$ cat config.mk
export PLATFORM = sky130hd
export DESIGN_NAME = link_slave_fifo
export DESIGN_NICKNAME = d
export VERILOG_FILES = /design/src/rtl/link_pkg.sv /design/src/rtl/link_fifo.sv /design/src/rtl/link_slave_fifo.sv
export SDC_FILE = /design/constraint.sdc
export NUM_CORES = 1
export LEC_CHECK = 0
export BUFFER_PORTS_ARGS = -buffer_cell sky130_fd_sc_hd__buf_2
export CAP_MARGIN = 20
export CORE_ASPECT_RATIO = 0.75
export CORE_MARGIN = 2
export CORE_UTILIZATION = 35
export CTS_CLUSTER_DIAMETER = 40
export DETAILED_ROUTE_END_ITERATION = 8
export HOLD_SLACK_MARGIN = 0.08
export PLACE_DENSITY = 0.59
export SLEW_MARGIN = 25
export SYNTH_ARGS = -nofsm -noshare
export SYNTH_HDL_FRONTEND = slang
export SYNTH_HIERARCHICAL = 1
export SYNTH_SLANG_ARGS = --single-unit
$ cat constraint.sdc
create_clock -name clk -period 3.25 [get_ports clk]
set_clock_uncertainty 0.15 [all_clocks]
set_input_delay 0.8125 -clock clk [delete_from_list [all_inputs] [get_ports clk]]
set_output_delay 0.8125 -clock clk [all_outputs]
set_load 0.03 [all_outputs]
$ cat src/rtl/link_pkg.sv
// Shared FSM encoding and default parameters for the 4-phase link slave.
package link_pkg;

  typedef enum logic [1:0] {
    IDLE     = 2'd0,
    HOLD     = 2'd1,
    WAIT_REL = 2'd2
  } link_state_t;

  localparam int LINK_DATA_W   = 8;
  localparam int LINK_HOLD_CYC = 2;
  localparam int LINK_DEPTH    = 4;

endpackage

$ cat src/rtl/link_fifo.sv
// Show-ahead receive buffer: power-of-2 storage, wrapping pointers and occupancy count.
module link_fifo
  import link_pkg::*;
#(
  parameter int DATA_W = LINK_DATA_W,
  parameter int DEPTH  = LINK_DEPTH
) (
  input  logic                     clk,
  input  logic                     rst_n,
  input  logic                     wr_en_i,
  input  logic [DATA_W-1:0]        wr_data_i,
  input  logic                     rd_en_i,
  output logic [DATA_W-1:0]        rd_data_o,
  output logic                     empty_o,
  output logic                     full_o,
  output logic [$clog2(DEPTH):0]   count_o
);

  localparam int PTR_W = $clog2(DEPTH);
  localparam int CNT_W = PTR_W + 1;

  logic [DATA_W-1:0] mem_q [DEPTH];
  logic [PTR_W-1:0]  wr_ptr_q;
  logic [PTR_W-1:0]  rd_ptr_q;
  logic [CNT_W-1:0]  count_q;
  logic              do_wr;
  logic              do_rd;

  assign empty_o   = (count_q == '0);
  assign full_o    = (count_q == CNT_W'(DEPTH));
  assign count_o   = count_q;
  assign rd_data_o = mem_q[rd_ptr_q];
  assign do_wr     = wr_en_i && !full_o;
  assign do_rd     = rd_en_i && !empty_o;

  // Pointers wrap naturally because DEPTH is a power of two.
  always_ff @(posedge clk) begin
    if (!rst_n) begin
      wr_ptr_q <= '0;
      rd_ptr_q <= '0;
      count_q  <= '0;
    end else begin
      if (do_wr) wr_ptr_q <= wr_ptr_q + PTR_W'(1);
      if (do_rd) rd_ptr_q <= rd_ptr_q + PTR_W'(1);
      case ({do_wr, do_rd})
        2'b10:   count_q <= count_q + CNT_W'(1);
        2'b01:   count_q <= count_q - CNT_W'(1);
        default: count_q <= count_q;
      endcase
    end
  end

  always_ff @(posedge clk) begin
    if (do_wr) mem_q[wr_ptr_q] <= wr_data_i;
  end

endmodule

$ cat src/rtl/link_slave_fifo.sv
// 4-phase handshake slave: captures each request once, holds ack for HOLD_CYC
// cycles, and queues the captured words for a downstream consumer.
module link_slave_fifo
  import link_pkg::*;
#(
  parameter int DATA_W   = LINK_DATA_W,
  parameter int HOLD_CYC = LINK_HOLD_CYC,
  parameter int DEPTH    = LINK_DEPTH
) (
  input  logic                   clk,
  input  logic                   rst_n,
  input  logic                   req,
  input  logic [DATA_W-1:0]      data_in,
  output logic                   ack,
  output logic [DATA_W-1:0]      last_word,
  input  logic                   rd_en,
  output logic [DATA_W-1:0]      rd_data,
  output logic                   empty,
  output logic                   full,
  output logic [$clog2(DEPTH):0] count,
  output logic                   proto_err
);

  localparam int HC_W = $clog2(HOLD_CYC + 1);
  localparam logic [HC_W-1:0] HOLD_LD  = HC_W'(HOLD_CYC);
  localparam logic [HC_W-1:0] HOLD_ONE = HC_W'(1);

  link_state_t       state_q;
  logic              ack_q;
  logic [DATA_W-1:0] last_word_q;
  logic [HC_W-1:0]   hold_q;
  logic              proto_err_q;
  logic              capture;

  // Full comes from registered count, so a same-cycle pop cannot admit a write.
  assign capture = (state_q == IDLE) && req && !full;

  assign ack       = ack_q;
  assign last_word = last_word_q;
  assign proto_err = proto_err_q;

  always_ff @(posedge clk) begin
    if (!rst_n) begin
      state_q     <= WAIT_REL;
      ack_q       <= 1'b0;
      last_word_q <= '0;
      hold_q      <= '0;
      proto_err_q <= 1'b0;
    end else begin
      case (state_q)
        IDLE: begin
          if (capture) begin
            last_word_q <= data_in;
            ack_q       <= 1'b1;
            hold_q      <= HOLD_LD;
            state_q     <= HOLD;
          end
        end
        HOLD: begin
          if (!req) proto_err_q <= 1'b1;
          if (hold_q > HOLD_ONE) begin
            hold_q <= hold_q - HOLD_ONE;
          end else begin
            hold_q  <= '0;
            ack_q   <= 1'b0;
            state_q <= WAIT_REL;
          end
        end
        WAIT_REL: begin
          if (!req) state_q <= IDLE;
        end
        default: state_q <= WAIT_REL;
      endcase
    end
  end

  link_fifo #(
    .DATA_W (DATA_W),
    .DEPTH  (DEPTH)
  ) u_fifo (
    .clk       (clk),
    .rst_n     (rst_n),
    .wr_en_i   (capture),
    .wr_data_i (data_in),
    .rd_en_i   (rd_en),
    .rd_data_o (rd_data),
    .empty_o   (empty),
    .full_o    (full),
    .count_o   (count)
  );

endmodule

==> results.json <==
{
  "status": "finished, final reports clean",
  "syn_nets": 174,
  "synth_edf_count": 32,
  "dp_cells": 265,
  "power_frac_comb_pct": 22.5,
  "timing.final.crit_period_ns": 2.738,
  "drt_iter0_markers": 58,
  "p_leak_nw": 0.9450,
  "antennaDiodeCount": 0,
  "die_y_um": 73.28,
  "routabilityCongestion": 0.6698,
  "start_util_pct": 35.80,
  "worst-r2r-cell-count": 10,
  "path_max_fanout": 8,
  "post-cts-setup-buffers": 0,
  "intPower_mw": 1.158,
  "io_buffers": 34,
  "drtAntennaViolNets": 0,
  "cts_made_buffers": 5,
  "power.density_nw_per_um2": 643.1,
  "pin_count": 35,
  "yosys_warnings": 6,
  "cts_sinks": 55,
  "p_sw_share_pct": 30.36,
  "synth_area_um2": 2240,
  "layoutNonFillerInstCount": 273,
  "cts_max_level": 2,
  "ys_ff_latch": 55,
  "crit_path_start_kind": "flip-flop",
  "nets": 209,
  "finalSetupViolCount": 0,
  "rrSetupSlack_ns": 0.77,
  "synth_ff_type": "edfxtp_1",
  "rsz0062_at_grt": "false",
  "relSlewSlack_pct": 62.08,
  "hold_buffers": 0,
  "crit_required_ns": 2.29,
  "setup_slack_ns": 0.5122,
  "root_buffer": "clkbuf_8",
  "synthToLayoutAreaGrowth_pct": 15.42,
  "p_seq_share_pct": 50.0,
  "cts_resized": 0,
  "min_from": "last_word[2]",
  "synth_area_leader_cell": "edfxtp_1",
  "grt_pass1_wl_um": 6044,
  "vdd_drop_max_mv": 0.2573,
  "overflow": 0,
  "tightestPinTransition_ns": 0.5688,
  "hold_viol": 0,
  "dieArea_um2": 7062,
  "rows": 25,
  "synthArstFlopShare_pct": 0,
  "grt_antenna_before_repair": 0,
  "die_w_um": 96.37,
  "netlist_instances": 156,
  "clockBufferDepth": 2,
  "drt-vias-per-instance": 4.615,
  "synth_common_cells": "edfxtp_1 (32), dfxtp_1 (23), nand2_1 (18), nand3_1 (9)",
  "p_clk_share_pct": 27.5,
  "seq_area_frac_synth_pct": 63.46,
  "rr_startpoint": "u_fifo/count_o[2]",
  "synth.top_cells.by_area": "edfxtp_1 (43%), dfxtp_1 (21%), mux4_2 (8.0%)",
  "cp-endpoint": "rd_data[7]",
  "drive_gt1_share_pct": 35.42,
  "crit_type": "reg -> out",
  "grt_max_degree": 35,
  "wire_per_inst_um": 14.14,
  "netlist.area_leader.share_pct": 42.91,
  "dr.pass1.iters": 4,
  "fin_crit_sh_pct": 84.24,
  "fill_cells": 601,
  "coreArea_um2": 6256,
  "place_ws_ns": 0.5519,
  "switchingPower_uw": 504.7,
  "cp.arrival_ns": 1.78,
  "timing.rr.end": "u_fifo/count_o[2]",
  "cts_tree": "yes",
  "cap_viol_max_count": 0,
  "drc": 0,
  "hold_class": "reg -> reg",
  "fin_setup_tns_ns": 0,
  "synth_cell_types": 35,
  "yosysMostFrequentCell": "edfxtp_1",
  "path_clk_slew_ns": 0.10,
  "end_kind": "primary output",
  "track_usage_pct": 11.54,
  "wirelength_um": 3860,
  "hpwl_um": 2658,
  "grt_pass1_vias": 1180,
  "clock_latency_ns": 0.30,
  "vias": 1260,
  "synth_area_per_cell_um2": 14.36,
  "fmax_mhz": 365.3,
  "drv_slew": 0
}
==> cells by family (layout without fill, tap and decap cells) <==
group                    after synthesis  after routing  share of synthesized area (%)
AO/OA/AOI/OAI                         21             21                          6.816
XOR/XNOR                               2              2                         0.7823
adder cells (fa/ha/maj)                6              6                          3.687
buffers and inverters                 14             50                          3.519
flip-flops                            55             55                          63.46
multiplexers                          10             10                          8.938
AND/OR/NAND/NOR                       48             48                          12.79
==> how the worst min path moves through the flow <==
stage | to | cells after the start
after detailed placement | last_word[0] | 2
final | last_word[2] | 2
after floorplan | hold_q[0] | 2
after global routing | last_word[2] | 2
after global placement | last_word[4] | 2
after CTS | last_word[2] | 2
==> power groups by stage <==
| stage | registers, mW | clock network, mW | logic (mW) |
|---|---|---|---|
| after CTS | 0.833 | 0.474 | 0.378 |
| after global placement | 0.848 | 0 | 0.372 |
| final | 0.832 | 0.457 | 0.374 |
| after global routing | 0.841 | 0.497 | 0.405 |
| after detailed placement | 0.849 | 0 | 0.378 |
| after floorplan | 0.854 | 0 | 0.274 |
==> cells in the final DEF (no fill, tap or decap) <==
cell	synthesis	routed
mux4_2	8	8
nor2_1	1	1
buf_4	0	2
nand4b_1	1	1
nor2b_1	3	3
nor2b_2	1	1
o21ai_2	8	8
nand3_1	9	9
and2b_2	1	1
nor4b_4	1	1
mux2i_1	2	2
nand2_1	18	18
buf_2	3	34
ha_1	5	5
xnor2_1	1	1
inv_1	5	5
bufinv_16	0	1
clkbuf_8	0	5
nor3_2	1	1
edfxtp_1	32	32
o22ai_1	1	1
o21ai_0	6	6
a21boi_1	2	2
nand2b_1	1	1
o211ai_1	2	2
or3_1	2	2
o21a_1	1	1
and2_1	6	6
clkinvlp_4	0	1
nor3b_2	1	1
a21oi_2	1	1
nand4bb_1	1	1
nand2_4	1	1
dfxtp_1	23	23
fa_1	1	1
inv_2	1	1
xor2_1	1	1
inv_6	0	1
==> registers in the layout (all words and copies together), names as in the netlist, named ones only <==
| register | count |
|---|---|
| u_fifo/rd_ptr_q | 2 |
| ack | 1 |
| u_fifo/mem_q | 32 |
| last_word | 8 |
| u_fifo/wr_ptr_q | 2 |
| u_fifo/count_o | 3 |
| proto_err | 1 |
| state_q | 2 |
| hold_q | 2 |
==> final cells by class <==
class | instances | area (um2) | area share, %
Sequential cell | 55 | 1421 | 54.99
Multi-Input combinational cell | 87 | 739.5 | 28.61
Timing Repair Buffer | 36 | 185.2 | 7.164
Tap cell | 81 | 101.3 | 3.921
Clock buffer | 5 | 68.82 | 2.662
Clock inverter | 3 | 46.29 | 1.791
Inverter | 6 | 22.52 | 0.8712
==> per-layer routing <==
| metal | share of wire [%] | GRT usage [%] | vias up | wire length (um) |
|---|---|---|---|---|
| met5 | 0 | 0 | - | 0 |
| met1 | 53 | 18.12 | 600 | 2038 |
| met2 | 42 | 15.51 | 24 | 1608 |
| li1 | - | - | 631 | - |
| met3 | 4.9 | 3.795 | 5 | 188 |
| met4 | 0.62 | 2.347 | 0 | 24 |
==> worst max-delay path: stages, from the launching register on <==
cell     delay, ns
dfxtp_1       0.69
mux4_2        0.58
buf_2         0.20
==> per-stage QoR <==
step	util [%]	hold WS, ns	area, um2	total power, mW
3_5_place_dp	39.48	0.2951	2470	1.226
6_report	41.32	0.3113	2585	1.663
5_1_grt	41.32	0.3251	2585	1.743
3_3_place_gp	39.48	0.2943	2470	1.220
2_1_floorplan	-	0.3049	2240	1.128
4_1_cts	41.32	0.3173	2585	1.685
(Power assumes the default switching activity.)
